$ cat src/rtl/cpu_pkg.sv
// Shared CPU definitions: opcodes, sequencer states and phase-length constants.
// Latency: none (declarations only).
// Backpressure: not applicable.
package cpu_pkg;

    localparam logic [3:0] OP_MOV  = 4'b0000;
    localparam logic [3:0] OP_ADD  = 4'b0011;
    localparam logic [3:0] OP_SUB  = 4'b1100;
    localparam logic [3:0] OP_OUT  = 4'b1110;
    localparam logic [3:0] OP_JGT  = 4'b0110;
    localparam logic [3:0] OP_JMP  = 4'b0111;
    localparam logic [3:0] OP_HALT = 4'b1111;

    // Index of the final phase strobe for each instruction class.
    localparam logic [2:0] PH_LONG  = 3'd5;
    localparam logic [2:0] PH_SHORT = 3'd3;

    typedef enum logic [1:0] {
        SEQ_IDLE  = 2'd0,
        SEQ_RUN   = 2'd1,
        SEQ_HALT  = 2'd2,
        SEQ_PAUSE = 2'd3
    } seq_state_t;

    function automatic logic [5:0] phase_onehot(input logic [2:0] ph);
        return 6'b000001 << ph;
    endfunction

endpackage

$ cat src/rtl/seq_len_decode.sv
// Maps an opcode to its final phase index and flags HALT.
// Latency: combinational.
// Backpressure: none.
module seq_len_decode
    import cpu_pkg::*;
(
    input  logic [3:0] opcode,
    output logic [2:0] t_last,
    output logic       is_halt
);

    always_comb begin
        t_last  = PH_SHORT;
        is_halt = 1'b0;
        case (opcode)
            OP_MOV, OP_ADD, OP_SUB, OP_JGT: t_last  = PH_LONG;
            OP_HALT:                        is_halt = 1'b1;
            default:                        t_last  = PH_SHORT;
        endcase
    end

endmodule

$ cat src/rtl/timing_sequencer.sv
// One-hot phase strobe generator t0..t5 with per-opcode length, HALT stop and instruction counter.
// Latency: run sampled in IDLE -> t0 next cycle; back-to-back instructions with no bubble.
// Backpressure: run / step gating only at instruction boundaries; TSEQ_SINGLE_STEP_EN adds PAUSE stepping.
module timing_sequencer
    import cpu_pkg::*;
#(
    parameter int CNT_W = 8
)
(
    input  logic             clk,
    input  logic             reset,
    input  logic             run,
    input  logic [3:0]       opcode,
    input  logic             step_mode,
    input  logic             step_req,
    output logic             t0,
    output logic             t1,
    output logic             t2,
    output logic             t3,
    output logic             t4,
    output logic             t5,
    output logic             instr_done,
    output logic             halted,
    output logic             paused,
    output logic [CNT_W-1:0] instr_cnt
);

    localparam logic [CNT_W-1:0] CNT_ONE = {{(CNT_W-1){1'b0}}, 1'b1};

    seq_state_t state;
    logic [2:0] phase;
    logic [2:0] phase_nxt;
    logic [5:0] strobe;
    logic [3:0] op_lat;
    logic [3:0] dec_op;
    logic [2:0] dec_t_last;
    logic       dec_halt;
    logic       paused_r;
    logic       step_en;
    logic       step_go;

`ifdef TSEQ_SINGLE_STEP_EN
    assign step_en = step_mode;
    assign step_go = step_req | ~step_mode;
    assign paused  = paused_r;
`else
    logic unused_step;
    assign step_en     = 1'b0;
    assign step_go     = 1'b0;
    assign paused      = 1'b0;
    assign unused_step = step_mode ^ step_req ^ paused_r;
`endif

    // During t2 the live opcode decides the t2->t3 step; later phases use the latched copy.
    assign dec_op    = (phase == 3'd2) ? opcode : op_lat;
    assign phase_nxt = phase + 3'd1;

    seq_len_decode u_len (
        .opcode  (dec_op),
        .t_last  (dec_t_last),
        .is_halt (dec_halt)
    );

    always_ff @(posedge clk) begin
        if (!reset) begin
            state      <= SEQ_IDLE;
            phase      <= 3'd0;
            strobe     <= 6'b0;
            op_lat     <= 4'b0;
            instr_done <= 1'b0;
            halted     <= 1'b0;
            paused_r   <= 1'b0;
            instr_cnt  <= '0;
        end else begin
            instr_done <= 1'b0;
            case (state)
                SEQ_IDLE: begin
                    if (run && step_en) begin
                        state    <= SEQ_PAUSE;
                        paused_r <= 1'b1;
                    end else if (run) begin
                        state  <= SEQ_RUN;
                        phase  <= 3'd0;
                        strobe <= phase_onehot(3'd0);
                    end
                end
                SEQ_RUN: begin
                    if (phase == 3'd2) begin
                        op_lat <= opcode;
                    end
                    if (phase == 3'd2 && dec_halt) begin
                        state  <= SEQ_HALT;
                        strobe <= 6'b0;
                        halted <= 1'b1;
                    end else if (instr_done) begin
                        // instr_done marks the current cycle as t_last: instruction boundary.
                        phase <= 3'd0;
                        if (!run) begin
                            state  <= SEQ_IDLE;
                            strobe <= 6'b0;
                        end else if (step_en) begin
                            state    <= SEQ_PAUSE;
                            strobe   <= 6'b0;
                            paused_r <= 1'b1;
                        end else begin
                            strobe <= phase_onehot(3'd0);
                        end
                    end else begin
                        phase  <= phase_nxt;
                        strobe <= phase_onehot(phase_nxt);
                        if (phase_nxt == dec_t_last) begin
                            instr_done <= 1'b1;
                            instr_cnt  <= instr_cnt + CNT_ONE;
                        end
                    end
                end
                SEQ_PAUSE: begin
                    if (!run) begin
                        state    <= SEQ_IDLE;
                        paused_r <= 1'b0;
                    end else if (step_go) begin
                        state    <= SEQ_RUN;
                        phase    <= 3'd0;
                        strobe   <= phase_onehot(3'd0);
                        paused_r <= 1'b0;
                    end
                end
                default: begin
                end
            endcase
        end
    end

    assign t0 = strobe[0];
    assign t1 = strobe[1];
    assign t2 = strobe[2];
    assign t3 = strobe[3];
    assign t4 = strobe[4];
    assign t5 = strobe[5];

endmodule

$ cat config.mk
export PLATFORM = sky130hd
export DESIGN_NAME = timing_sequencer
export DESIGN_NICKNAME = d
export VERILOG_FILES = /design/src/rtl/cpu_pkg.sv /design/src/rtl/seq_len_decode.sv /design/src/rtl/timing_sequencer.sv
export SDC_FILE = /design/constraint.sdc
export NUM_CORES = 1
export LEC_CHECK = 0
export CELL_PAD_IN_SITES_DETAIL_PLACEMENT = 0
export CELL_PAD_IN_SITES_GLOBAL_PLACEMENT = 1
export CORE_ASPECT_RATIO = 1.1
export CORE_MARGIN = 3
export CORE_UTILIZATION = 46
export CTS_BUF_LIST = sky130_fd_sc_hd__clkbuf_4 sky130_fd_sc_hd__clkbuf_8 sky130_fd_sc_hd__clkbuf_16
export DETAILED_ROUTE_END_ITERATION = 8
export DONT_BUFFER_PORTS = 1
export PLACE_DENSITY_LB_ADDON = 0.1
export SLEW_MARGIN = 15
export SYNTH_ARGS = -nofsm -noshare
export SYNTH_HDL_FRONTEND = slang
export SYNTH_SLANG_ARGS = --single-unit
$ cat constraint.sdc
create_clock -name clk -period 3.1 [get_ports clk]
set_input_delay 0.155 -clock clk [delete_from_list [all_inputs] [get_ports clk]]
set_output_delay 0.155 -clock clk [all_outputs]
set_load 0.005 [all_outputs]
# Word level (Yosys, flattened, before mapping)
# Cells that the tools add are included.
totals:
  out_inout_bits: 17
  register_bits: 25
  input_bits: 9
op_classes:
  n_bitwise: 4
  shifts: 1
  n_addsub: 2
  n_mux: 18
  reduce_logical: 12
  eq_ne: 11
op_table:
  columns: ["op", "n"]
  rows:
  - ["$mux W6", 3]
  - ["$mux W3", 4]
  - ["$pmux W6 S2", 1]
  - ["$add A8 B1 Y8 const B", 1]
  - ["$eq A4 B4 Y1 const B", 2]
  - ["$mux W2", 4]
  - ["$reduce_or A4 Y1", 2]
  - ["$pmux W2 S3", 1]
  - ["$pmux W3 S2", 1]
  - ["$reduce_and A3 Y1", 2]
  - ["$shl A1 B3 Y6 const A", 1]
  - ["$eq A4 B2 Y1 const B", 1]
  - ["$eq A4 B3 Y1 const B", 1]
  - ["$logic_not A4 Y1", 1]
  - ["$mux W4", 1]
  - ["$ne A2 B2 Y1 const B", 2]
  - ["$not A1 Y1", 4]
  - ["$reduce_and A2 Y1", 2]
  - ["$reduce_and A4 Y1", 1]
  - ["$add A3 B1 Y3 const B", 1]
  - ["$eq A3 B2 Y1 const B", 1]
  - ["$eq A3 B3 Y1", 1]
  - ["$mux W1", 3]
  - ["$ne A3 B3 Y1 const B", 1]
  - ["other kinds (6)", 6]

# Logic depth before layout (Yosys ltp)
# Gate-level depths: netlist of the first run.
depth:
  depth_word: 7
  mapped_depth: 10
  depth_no_buf: 8

# Modules after synthesis
# Synthesis of the first run repeated with hierarchy kept, for this count alone.
hier_totals:
  cells_unflattened: 164
  hier_area_um2: 1430.1
modules_own_cells:
  columns: ["mod", "cells_each", "area_each_um2", "instances"]
  rows:
  - ["timing_sequencer", 155, 1355.0, 1]
  - ["seq_len_decode", 9, 75.1, 1]

# Worst setup path after synthesis of the first run
# No wires, ideal clock.
synth_path:
  path_type: "register to register"
  startpoint: "register phase[0]"
  endpoint: "register instr_cnt[7]"
  synth_period_minus_slack_ps: 2459
  stages_incl_launch_ff: 11
  n_path_buf: 2
  t_arrival_ps: 2389
  slack_ps: 641
  required_ps: 3029
  cell_sequence: "dfxtp_1 inv_1 ha_1 nor2b_2 buf_6 mux2i_1 mux2i_2 mux2i_1 buf_6 or4_1 a21oi_1"
synth_via:
  elab_chain_len: 7
  word_cells_on_any_way: 15
  classes_between: "add/sub: 1; eq/ne: 6; mux: 3; bitwise: 1; reduce/logical: 4"
synth_rtl:
  columns: ["item", "line_no", "rtl"]
  rows:
  - ["from (decl)", "timing_sequencer.sv:31", "logic [2:0] phase;"]
  - ["from (signal assigned)", "timing_sequencer.sv:109", "phase <= phase_nxt;"]
  - ["$eq A3 B2 Y1", "timing_sequencer.sv:55, timing_sequencer.sv:91", null]
  - ["$mux W4", null, null]
  - ["$eq A4 B2 Y1, or another cell as far along", "seq_len_decode.sv:15", "case (opcode)"]
  - ["$reduce_or A4 Y1 / $mux W1 (equally long branches)", "seq_len_decode.sv:15", null]
  - ["$mux W3 / $logic_and A1 B1 Y1 (equally long branches)", "seq_len_decode.sv:15, timing_sequencer.sv:91", null]
  - ["$eq A3 B3 Y1 / $not A1 Y1 (equally long branches)", null, null]
  - ["$reduce_and A4 Y1 (no source line) *", null, null]
  - ["to (signal assigned)", "timing_sequencer.sv:113", "instr_cnt <= instr_cnt + CNT_ONE;"]
  - ["to (decl)", "timing_sequencer.sv:25", "output logic [CNT_W-1:0] instr_cnt"]
# Mark *: on every way between the ends. The rest lies on a longest branch, timed or not.
# A chain may end at the register's enable or synchronous reset.

# Worst setup path in the final report of the first run
# Same ends and word-level chain as after synthesis.

==> results.json, run 1 <==
{
  "p_seq_share_pct": 56.7,
  "setup_viol": 0,
  "synth-edff-count": 0,
  "intPower_w": 0.000423,
  "grt_first_pass_wirelength_um": 5080,
  "cp_max_fo": 12,
  "synth.yosys.seq_area_share_pct": 36.5,
  "grt_max_degree": 24,
  "synth_ff_type": "dfxtp_1",
  "syn_inst": 158,
  "hold_viol": 0,
  "viasPerCell": 5.80,
  "hold_depth": 4,
  "wl_per_cell_um": 14.6,
  "boundaryPins": 26,
  "htree_num_levels": 1,
  "routed_wl_um": 2890,
  "finalSetupTns_ns": 0,
  "die-height_um": 63.3,
  "numCtsBuffers": 3,
  "start_kind": "register",
  "vias": 1142,
  "core-area_um2": 2800,
  "hold_path_end": "strobe[0]",
  "dp_slack_ns": 0.401,
  "initial_core_util_pct": 49.0,
  "synth_common_cells": "dfxtp_1, nor2_1, a21oi_1, nand2_1, ha_1",
  "power.switching_w": 0.000173,
  "drt_iter0_drc": 25,
  "yosysMostFrequentCell": "dfxtp_1",
  "track_usage_pct": 17.3,
  "postRouteAntennaNets": 0,
  "r2r_end": "instr_cnt[7]",
  "dp_hpwl_um": 2100,
  "power.clock.fraction_pct": 24.6,
  "diodes": 0,
  "ys_seq_elements": 25,
  "clk_pin_slew_ns": 0.14,
  "swShare_pct": 29.0,
  "critPathKind": "reg -> reg",
  "comb_power_share_pct": 18.7,
  "reg2reg_from": "phase[0]",
  "cp.required_ns": 3.34,
  "period_share_pct": 88.7,
  "synth.top_cell.area_share_pct": 36.5,
  "slew_viol_final": 0,
  "fin_nets": 184,
  "rows": 20,
  "grt_antenna_before_repair": 0,
  "yosysTopAreaCell": "dfxtp_1",
  "cp-end-kind": "register",
  "fin_skew_ns": 0.0106,
  "slew_headroom_pct": 50.6,
  "regToRegSetupSlack_ns": 0.35,
  "layout-drive-gt1-share_pct": 6.71,
  "grt_overflow": 0,
  "power-per-cell-area_nw_per_um2": 405,
  "worst_ep_arrival_time_ns": 2.99,
  "fmax_ghz": 0.363,
  "status": "finished, final reports clean",
  "cts_buffer_depth": 2,
  "ys_types": 37,
  "syn_to_final_growth_pct": 7.20,
  "root_buffer": "clkbuf_4",
  "worstHoldStart": "run",
  "hp-class": "in -> reg",
  "yosys_warnings": 0,
  "place.gp.congestion": 0.753,
  "p_leak_nw": 0.531,
  "ys_top_cells_by_area": "dfxtp_1, ha_1, a21oi_1, nor2_1, mux2i_1",
  "drt-pass1-iter-count": 5,
  "io_buffers": 0,
  "cts_tree": "done",
  "fp.dieW_um": 58.1,
  "clock_sinks": 25,
  "rsz0062_at_grt": "false",
  "grt_pass1_vias": 1150,
  "cts_resized": 0,
  "synth_nets": 177,
  "async_reset_ff_share_pct": 0,
  "syn_area_um2": 1370,
  "clk_latency_ns": 0.32,
  "finalWorstSetupSlack_ns": 0.349,
  "maxCapViolCount": 0,
  "timing.final.crit_period_ns": 2.75,
  "die-area_um2": 3680,
  "drc": 0,
  "worst_slew_pin_slew_ns": 0.740,
  "avgSynthCellArea_um2": 8.69,
  "rr_worst_depth": 9,
  "ir_drop_mv": 0.257
}
## cells in the final DEF, fill, tap and decap left out, types with 5 or more instances in the layout
cell type,count
inv_1,6
o21ai_0,7
nor2_1,20
dfxtp_1,25
nand2_1,13
ha_1,10
nand3_1,5
mux2i_1,7
a21oi_1,15
dlygate4sd3_1,5
## metal layers
| metal | wire [µm] | GRT usage [%] |
|---|---|---|
| met1 | 1270 | 18.7 |
| met2 | 1470 | 31.2 |
| met3 | 137 | 5.33 |
| met4 | 15 | 5.51 |
| met5 | 0 | 0 |
## cell families after synthesis
| family | share of synthesized area, % |
|---|---|
| AOI/OAI and AO/OA | 18.0 |
| xor gates and xnor gates | 3.83 |
| adders and majority gates | 9.12 |
| buffers and inverters | 4.65 |
| DFF | 36.5 |
| muxes | 6.11 |
| other | 0.273 |
| and+or+nand+nor | 21.6 |
## cell type report
type	count	area, µm²
timing repair buffer	7	65.1
clock inverter	1	7.51
sequential	25	500
multi-input combinational	121	808
tap	33	41.3
clock buffer	3	22.5
fill	285	1330
inverter	7	26.3
## worst max-delay path, cell delays in order (launching register included)
cell and delay [ns]:
dfxtp_1 0.42, inv_1 0.14, ha_1 0.21, nor2b_2 0.36
mux2i_1 0.30, mux2i_2 0.31, mux2i_1 0.11, buf_4 0.18
or4_1 0.49, a21oi_1 0.15
## metrics by stage
| stage | total power [W] | utilization (%) | cells | cell area (µm²) | hold WS, ns |
|---|---|---|---|---|---|
| 6_report | 0.000597 | 52.5 | 197 | 1470 | 0.142 |
| 5_1_grt | 0.000632 | 52.5 | 197 | 1470 | 0.151 |
| 3_5_place_dp | 0.000451 | 49.6 | 188 | 1390 | 0.284 |
| 4_1_cts | 0.000604 | 52.5 | 197 | 1470 | 0.134 |
| 2_1_floorplan | 0.000426 | - | 158 | 1370 | 0.277 |
| 3_3_place_gp | 0.000449 | 49.6 | 188 | 1390 | 0.281 |
## registers in the layout, indices dropped and copies added (netlist names)
signal      flops
phase           3
instr_cnt       8
instr_done      1
state           2
halted          1
strobe          6
op_lat          4
## power by group through the flow
stage | Combinational, W | Clock [W] | Sequential [W]
final | 0.000112 | 0.000147 | 0.000339
after global routing | 0.000127 | 0.000164 | 0.000340
after CTS | 0.000111 | 0.000154 | 0.000339
after detailed placement | 0.000105 | 0 | 0.000346
after global placement | 0.000103 | 0 | 0.000345
after floorplan | 0.0000827 | 0 | 0.000344
## what timing repair did
item | 4_1_cts | 5_1_grt
endpoints found under the hold margin | 6 | 0
hold buffers | 5 | 0
setup buffers | 0 | 0
## worst max-delay path by stage
stage,startpoint,endpoint,cells after the start
after floorplan,phase[0],instr_cnt[7],10
after CTS,phase[0],instr_cnt[7],9
final,phase[0],instr_cnt[7],9
after detailed placement,phase[0],instr_cnt[6],9
after global placement,phase[0],instr_cnt[5],9
after global routing,phase[0],instr_cnt[5],9
Note: power is estimated with default switching activity, not from simulation.
==> run 2: changes to the inputs <==
Settings changed: CORE_ASPECT_RATIO 1.1 to 0.75.
==> results.json, run 2 (synthesis gave the netlist of run 1 again) <==
{
  "hold_depth": 2,
  "grt_use_met3_pct": 5.31,
  "cts_buffer_depth": 2,
  "start_kind": "register",
  "timing.hold.ws_ns": 0.0293,
  "worst_ep_arrival_time_ns": 2.81,
  "worstHoldStart": "opcode[2]",
  "cp.required_ns": 3.30,
  "cts_tree": "done",
  "drc": 0,
  "drt-pass1-iter-count": 4,
  "reg2reg_from": "phase[1]",
  "layout_commonest_cell": "dfxtp_1",
  "drt_iter0_drc": 44,
  "regToRegSetupSlack_ns": 0.49,
  "cp_max_fo": 12,
  "cp-end-kind": "register",
  "place.gp.congestion": 0.804,
  "grt_antenna_before_repair": 0,
  "intPower_w": 0.000459,
  "comb_power_share_pct": 17.0,
  "ir_drop_mv": 0.187,
  "grt_pass1_vias": 1027,
  "rr_worst_depth": 8,
  "power.switching_w": 0.000177,
  "rsz0062_at_grt": "false",
  "swShare_pct": 27.9,
  "rows": 16,
  "p_leak_nw": 0.526,
  "fill_cells": 269,
  "diodes": 0,
  "grt-busiest-layer": "met2",
  "die-height_um": 53.3,
  "maxCapViolCount": 0,
  "grt_max_degree": 24,
  "clock_sinks": 25,
  "core-area_um2": 2720,
  "slew_viol_final": 0,
  "routed_wl_um": 2840,
  "initial_core_util_pct": 50.4,
  "grt_overflow": 0,
  "boundaryPins": 26,
  "period_share_pct": 84.2,
  "power.clock.fraction_pct": 30.2,
  "critPathKind": "reg -> reg",
  "viasPerCell": 5.72,
  "fin_skew_ns": 0.00902,
  "largest_register_ffs": 8,
  "grt_first_pass_wirelength_um": 4630,
  "clk_latency_ns": 0.27,
  "clk_pin_slew_ns": 0.09,
  "htree_num_levels": 1,
  "fp.dieW_um": 69.1,
  "root_buffer": "clkbuf_8",
  "timing.final.crit_period_ns": 2.61,
  "r2r_end": "instr_cnt[7]",
  "track_usage_pct": 16.1,
  "layout_common_cells": "dfxtp_1, nor2_1, a21oi_1",
  "io_buffers": 0,
  "reg.largest.list": "instr_cnt (8), strobe (6), op_lat (4)",
  "use_met2_pct": 25.5,
  "setup_viol": 0,
  "status": "finished, final reports clean",
  "p_seq_share_pct": 52.8,
  "finalSetupTns_ns": 0,
  "syn_to_final_growth_pct": 5.74,
  "postCtsSetupRepairBufs": 0,
  "hold_viol": 0,
  "layout-drive-gt1-share_pct": 6.88,
  "power-per-cell-area_nw_per_um2": 439,
  "hold_path_end": "op_lat[2]",
  "slew_headroom_pct": 51.8,
  "grt_util_met1_pct": 21.2,
  "numCtsBuffers": 3,
  "dp_hpwl_um": 2110,
  "worst_slew_pin_slew_ns": 0.722,
  "hp-class": "in -> reg",
  "die-area_um2": 3680,
  "regMostFlops": "instr_cnt",
  "wl_per_cell_um": 14.5,
  "vias": 1122,
  "fmax_ghz": 0.383,
  "postRouteAntennaNets": 0,
  "fin_nets": 180
}
## run 2: repair_timing
item / in CTS / in global routing
endpoints found under the hold margin: 0 / 1
hold buffers: 0 / 1
resized for setup: 0 / 0
## run 2: stage by stage
step | worst slack (ns) | util, % | total power [W] | instances | instance area [µm²]
floorplan | 0.641 | - | 0.000426 | 158 | 1370
global placement | 0.528 | 51.2 | 0.000446 | 191 | 1400
detailed placement | 0.497 | 51.2 | 0.000450 | 191 | 1400
CTS | 0.484 | 52.9 | 0.000643 | 195 | 1440
global route | 0.295 | 53.3 | 0.000672 | 196 | 1450
finish | 0.490 | 53.3 | 0.000637 | 196 | 1450
## run 2: routing by layer
metal / part of all wire [%] / vias up
met4: 0.70 / 0
li1: - / 567
met1: 52 / 533
met2: 42 / 18
met3: 4.6 / 4
met5: 0 / -
## run 2: final cells by class
| type | count | area, µm² | share of cell area [%] |
|---|---|---|---|
| flip-flops and latches | 25 | 500 | 34.5 |
| clock inverters | 1 | 5.00 | 0.345 |
| inverters | 7 | 26.3 | 1.81 |
| repair buffers | 3 | 25.0 | 1.72 |
| well taps | 36 | 45.0 | 3.10 |
| multi-input cells | 121 | 808 | 55.7 |
| clock buffers | 3 | 41.3 | 2.84 |
## run 2: worst max path at each step
stage / start / to / slack, ns / depth (start not counted)
2_1_floorplan: phase[0] / instr_cnt[7] / 0.64 / 10
3_3_place_gp: phase[1] / instr_cnt[7] / 0.53 / 8
3_5_place_dp: phase[1] / instr_cnt[5] / 0.50 / 8
4_1_cts: phase[1] / instr_cnt[5] / 0.48 / 8
5_1_grt: phase[1] / instr_cnt[6] / 0.30 / 8
6_report: phase[1] / instr_cnt[7] / 0.49 / 8
## run 2: critical path, cell delays in order (launching register included)
cell and delay (ns):
dfxtp_1 0.45, ha_1 0.22, nor2b_2 0.34, mux2i_1 0.30, mux2i_2 0.31, mux2i_1 0.11, buf_4 0.18, or4_1 0.50
a21oi_1 0.15
## run 2: power by group through the flow
stage / clock [W] / combinational [W] / sequential, W
finish: 0.000192 / 0.000108 / 0.000336
global route: 0.000215 / 0.000120 / 0.000337
CTS: 0.000200 / 0.000107 / 0.000336
detailed placement: 0 / 0.000107 / 0.000343
global placement: 0 / 0.000103 / 0.000343
floorplan: 0 / 0.0000827 / 0.000344
